## src/rtl/if_fetch_ctrl.sv

```systemverilog
// if_fetch_ctrl: controller side of the instruction-fetch interface.
// Steers the fetch PC (advance / redirect), keeps a shadow copy of that PC,
// queues each fetched instruction with its PC, and hands queue entries to
// decode over a valid/ready handshake.
// Optional feature macro: IFQ_BYPASS_EN (zero-latency path from fetch to
// decode when the queue is empty).
module if_fetch_ctrl #(
  parameter int ARQ              = 16,
  parameter int MEMORY_ADDR_SIZE = 13,
  parameter int DEPTH            = 4
) (
  input  logic                        clk,
  input  logic                        rst,
  input  logic [ARQ-1:0]              if_instr,
  output logic                        if_pc_en,
  output logic                        if_mux_sel,
  output logic [MEMORY_ADDR_SIZE-1:0] if_branch_addr,
  input  logic                        redir_valid,
  input  logic [MEMORY_ADDR_SIZE-1:0] redir_addr,
  output logic                        dq_valid,
  input  logic                        dq_ready,
  output logic [ARQ-1:0]              dq_instr,
  output logic [MEMORY_ADDR_SIZE-1:0] dq_pc,
  output logic [$clog2(DEPTH):0]      dq_count
);

  localparam int PW = $clog2(DEPTH);
  localparam int CW = PW + 1;
  localparam int MAS = MEMORY_ADDR_SIZE;
  localparam logic [CW-1:0] DEPTH_C = CW'(DEPTH);

  // Queue storage and control state.
  logic [ARQ-1:0] instr_mem_r [DEPTH];
  logic [MAS-1:0] pc_mem_r    [DEPTH];
  logic [MAS-1:0] pc_r;
  logic [PW-1:0]  wr_ptr_r;
  logic [PW-1:0]  rd_ptr_r;
  logic [CW-1:0]  count_r;

  logic full_s;
  logic empty_s;
  logic pc_en_s;
  logic mux_sel_s;
  logic push_s;
  logic pop_s;
  logic bypass_s;
  logic store_s;
  logic take_s;
  logic dq_valid_s;

  // Handshake decode, fetch steering and decode-side output selection.
  always_comb begin
    full_s    = (count_r == DEPTH_C);
    empty_s   = (count_r == {CW{1'b0}});
    // When full the head is always valid, so a pop while full is just dq_ready;
    // using dq_ready directly keeps pc_en free of a loop through dq_valid.
    pc_en_s   = ~rst & (redir_valid | ~full_s | dq_ready);
    mux_sel_s = ~rst & redir_valid;
    push_s    = pc_en_s & ~redir_valid;
`ifdef IFQ_BYPASS_EN
    bypass_s  = push_s & empty_s & dq_ready;
`else
    bypass_s  = 1'b0;
`endif
    dq_valid_s = ~rst & (~empty_s | bypass_s);
    pop_s      = dq_valid_s & dq_ready;
    // A bypassed instruction is consumed directly and never touches storage.
    store_s    = push_s & ~bypass_s;
    take_s     = pop_s & ~bypass_s;

    if_pc_en   = pc_en_s;
    if_mux_sel = mux_sel_s;
    if (mux_sel_s) begin
      if_branch_addr = redir_addr;
    end else begin
      if_branch_addr = {MAS{1'b0}};
    end
    dq_valid = dq_valid_s;
    dq_count = count_r;
    if (bypass_s) begin
      dq_instr = if_instr;
      dq_pc    = pc_r;
    end else begin
      dq_instr = instr_mem_r[rd_ptr_r];
      dq_pc    = pc_mem_r[rd_ptr_r];
    end
  end

  // Shadow PC tracks the fetch PC register edge for edge.
  always_ff @(posedge clk) begin
    if (rst) begin
      pc_r <= {MAS{1'b0}};
    end else if (pc_en_s) begin
      pc_r <= mux_sel_s ? redir_addr : (pc_r + MAS'(1));
    end
  end

  // Pointers and occupancy; a redirect flushes everything, including a same-cycle pop.
  always_ff @(posedge clk) begin
    if (rst || redir_valid) begin
      wr_ptr_r <= {PW{1'b0}};
      rd_ptr_r <= {PW{1'b0}};
      count_r  <= {CW{1'b0}};
    end else begin
      if (store_s) begin
        wr_ptr_r <= wr_ptr_r + PW'(1);
      end
      if (take_s) begin
        rd_ptr_r <= rd_ptr_r + PW'(1);
      end
      case ({store_s, take_s})
        2'b10:   count_r <= count_r + CW'(1);
        2'b01:   count_r <= count_r - CW'(1);
        default: count_r <= count_r;
      endcase
    end
  end

  // Entry payload write; contents need no reset because count gates visibility.
  always_ff @(posedge clk) begin
    if (store_s) begin
      instr_mem_r[wr_ptr_r] <= if_instr;
      pc_mem_r[wr_ptr_r]    <= pc_r;
    end
  end

endmodule

```

## config.mk

```make
export PLATFORM = sky130hd
export DESIGN_NAME = if_fetch_ctrl
export DESIGN_NICKNAME = d
export VERILOG_FILES = /design/src/rtl/if_fetch_ctrl.sv
export SDC_FILE = /design/constraint.sdc
export NUM_CORES = 1
export LEC_CHECK = 0
export CAP_MARGIN = 30
export CORE_UTILIZATION = 58
export DETAILED_ROUTE_END_ITERATION = 8
export HOLD_SLACK_MARGIN = 0.12
export PLACE_DENSITY = 0.85
export SETUP_SLACK_MARGIN = 0.02
export SYNTH_ARGS = -nofsm -noshare
export SYNTH_HDL_FRONTEND = slang
export SYNTH_SLANG_ARGS = --single-unit
```

## constraint.sdc

```tcl
create_clock -name clk -period 3.9 [get_ports clk]
set_clock_uncertainty 0.1 [all_clocks]
set_input_delay 0.78 -clock clk [delete_from_list [all_inputs] [get_ports clk]]
set_output_delay 0.78 -clock clk [all_outputs]
set_load 0.02 [all_outputs]
```

==> flow_metrics.env <==
export IMPL_outcome="completed"
export IMPL_slew_viol_final=0
export IMPL_drcViolationCount=0
export IMPL_hold_class="reg -> reg"
export IMPL_period_share_pct=90.9
export IMPL_synth_ff_latch_count=138
export IMPL_routabilityCongestion=0.751
export IMPL_worst_slew_pin_slew_ns=0.887
export IMPL_cp_data_arrival_time_ns=2.67
export IMPL_antenna_found_initial=0
export IMPL_clk_pin_slew_ns=0.06
export IMPL_final_hold_viol_count=0
export IMPL_max_freq_mhz=282
export IMPL_cts_tree="done"
export IMPL_reg2regPathDepth=10
export IMPL_post_cts_repair_setup_buffers=0
export IMPL_layout_common_cells="edfxtp_1 (116), clkdlybuf4s50_1 (80), mux4_2 (29), dfxtp_1 (21), nor2_1 (17)"
export IMPL_dieArea_um2=9860
export IMPL_synth_distinct_cells=44
export IMPL_synth_edff_count=116
export IMPL_post_drt_wl_per_cell_um=19.7
export IMPL_cts_buffer_depth=2
export IMPL_dr_total_vias=3124
export IMPL_fin_util_pct=76.9
export IMPL_synth_area_leader_cell="edfxtp_1"
export IMPL_period_minus_slack_ns=3.55
export IMPL_ys_seq_area_share_pct=71.5
export IMPL_synthCells=312
export IMPL_p_leak_nw=2.41
export IMPL_r2r_end="dq_count[2]$_SDFFE_PP0P_"
export IMPL_numClockSinks=138
export IMPL_cp_endpoint="if_pc_en"
export IMPL_worstSetupStartpointType="input port"
export IMPL_grt_pass1_vias=3217
export IMPL_maxCapViolations=0
export IMPL_drtIter0Drc=155
export IMPL_die_h_um=99.3
export IMPL_area_growth_syn_to_layout_pct=28.7
export IMPL_cts_root_buf="clkbuf_8"
export IMPL_max_slew_margin_pct=40.8
export IMPL_synth_top_area_share_pct=63.4
export IMPL_ys_warn_count=0
export IMPL_die_w_um=99.3
export IMPL_dp_hpwl_mm=6.57
export IMPL_floorplan_io_pins=81
export IMPL_clk_latency_ns=0.51
export IMPL_synth_fp_nets=352
export IMPL_end_kind="output port"
export IMPL_r2r_slack_ns=1.15
export IMPL_irDropWorstVdd_v=0.000284
export IMPL_critPathLaunch="dq_ready"
export IMPL_ys_top_cells_by_area="edfxtp_1 (63%), mux4_2 (12%), dfxtp_1 (8.0%), and2_1 (1.6%), ha_1 (1.4%)"
export IMPL_cts_resized=0
export IMPL_drtAntennaViolNets=0
export IMPL_synth_area_per_cell_um2=17.6
export IMPL_synth_flop_cell="edfxtp_1"
export IMPL_gr_total_overflow=0
export IMPL_setup_viol=0
export IMPL_finalSetupTns_ns=0
export IMPL_syn_area_um2=5490
export IMPL_critical_path_class="in -> out"
export IMPL_core_area_um2=9200
export IMPL_drive_gt1_share_pct=18.8
export IMPL_rows=35
export IMPL_h_tree_depth=4
export IMPL_crit_required_ns=3.02
export IMPL_rsz0062_at_grt="false"
export IMPL_ctsHoldBuffers=0
export IMPL_routed_wl_mm=10.5
export IMPL_grt_pass1_wl_mm=16.7
export IMPL_firstDrtPassIters=5
export IMPL_grtUsageTotal_pct=23.2
export IMPL_start_util_pct=59.7
export IMPL_crit_fanout=6
export IMPL_viasPerCell=5.83
export IMPL_power_density_nw_per_um2=476
export IMPL_synthArstFlopShare_pct=0
export IMPL_n_antenna_cell=0
export IMPL_cts_buffers=17
export IMPL_fin_nets=452
export IMPL_final_common_cell="edfxtp_1"
export IMPL_numPortBuffers=80
export IMPL_grt_max_degree=30
export IMPL_r2r_start="dq_count[0]$_SDFFE_PP0P_"
==> metal layers <==
| metal | GRT usage, % | part of all wire, % | wire [µm] |
|---|---|---|---|
| met4 | 10.5 | 2.1 | 225 |
| met1 | 29.0 | 40 | 4240 |
| met2 | 37.9 | 51 | 5410 |
| met3 | 6.82 | 6.2 | 655 |
| met5 | 0 | 0 | 0 |
==> logic make-up (layout without fill, tap and decap cells) <==
group | after synthesis | count (layout) | share of synthesized area [%]
AO/OA/AOI/OAI | 29 | 29 | 3.55
XOR/XNOR | 10 | 10 | 1.59
adder cells (fa/ha/maj) | 7 | 7 | 1.73
buffers and inverters | 25 | 138 | 1.82
flip-flops | 138 | 138 | 71.5
multiplexers | 33 | 33 | 12.7
AND/OR/NAND/NOR | 70 | 70 | 7.13
==> synthesized netlist by cell type (2+ instances only) <==
cell        n
dfxtp_1    22
o21a_1      5
xor2_1      6
nand3_1     3
o21ai_0     2
and3_1      4
edfxtp_1  116
ha_1        6
nand4_1     3
or3_1       2
mux2i_1     3
nor3_1      5
mux4_2     29
nor2_1     17
nand2_1    10
inv_1      12
buf_2       5
and2_1     14
a21oi_1    11
xnor2_1     4
a21o_1      3
nand2b_1    2
clkbuf_1    7
==> per-stage QoR <==
stage	cells	area [µm²]	hold slack [ns]	total power [mW]	worst slack [ns]
global route	536	7070	0.434	3.46	0.250
detailed placement	504	6510	0.388	1.90	0.324
floorplan	312	5490	0.365	1.79	0.982
finish	536	7070	0.393	3.36	0.354
global placement	504	6510	0.378	1.89	0.385
CTS	536	7070	0.395	3.39	0.327
==> registers in the layout, indices dropped and copies added (netlist names), named ones only <==
| signal | count |
|---|---|
| wr_ptr_r | 2 |
| instr_mem_r | 64 |
| dq_count | 3 |
| pc_r | 13 |
| rd_ptr_r | 2 |
| pc_mem_r | 52 |
==> worst min path at each step <==
stage | endpoint | start | cells past startpoint
6_report | wr_ptr_r[1]$_SDFFE_PP0P_ | wr_ptr_r[1]$_SDFFE_PP0P_ | 2
5_1_grt | wr_ptr_r[1]$_SDFFE_PP0P_ | wr_ptr_r[1]$_SDFFE_PP0P_ | 2
4_1_cts | wr_ptr_r[1]$_SDFFE_PP0P_ | wr_ptr_r[1]$_SDFFE_PP0P_ | 2
3_5_place_dp | wr_ptr_r[1]$_SDFFE_PP0P_ | wr_ptr_r[1]$_SDFFE_PP0P_ | 2
3_3_place_gp | wr_ptr_r[1]$_SDFFE_PP0P_ | wr_ptr_r[1]$_SDFFE_PP0P_ | 2
2_1_floorplan | wr_ptr_r[1]$_SDFFE_PP0P_ | wr_ptr_r[1]$_SDFFE_PP0P_ | 2
==> power by group <==
part           total, mW  internal [mW]  switching (mW)
combinational      0.206          0.107          0.0987
clock               1.49          0.922           0.569
sequential          1.67           1.64          0.0288
==> layout make-up <==
| cell class | instances | area [µm²] |
|---|---|---|
| Clock inverter | 12 | 125 |
| Sequential cell | 138 | 3930 |
| Multi-Input combinational cell | 149 | 1470 |
| Clock buffer | 20 | 435 |
| Tap cell | 111 | 139 |
| Fill cell | 519 | 2130 |
| Timing Repair Buffer | 94 | 931 |
| Inverter | 12 | 45.0 |
==> critical path, cell delays in order <==
cell,delay (ns)
clkdlybuf4s50_1,0.44
or4b_1,0.64
nor2_1,0.18
nor2_1,0.07
clkdlybuf4s50_1,0.55
No activity file was read; power rests on OpenSTA's default activity.
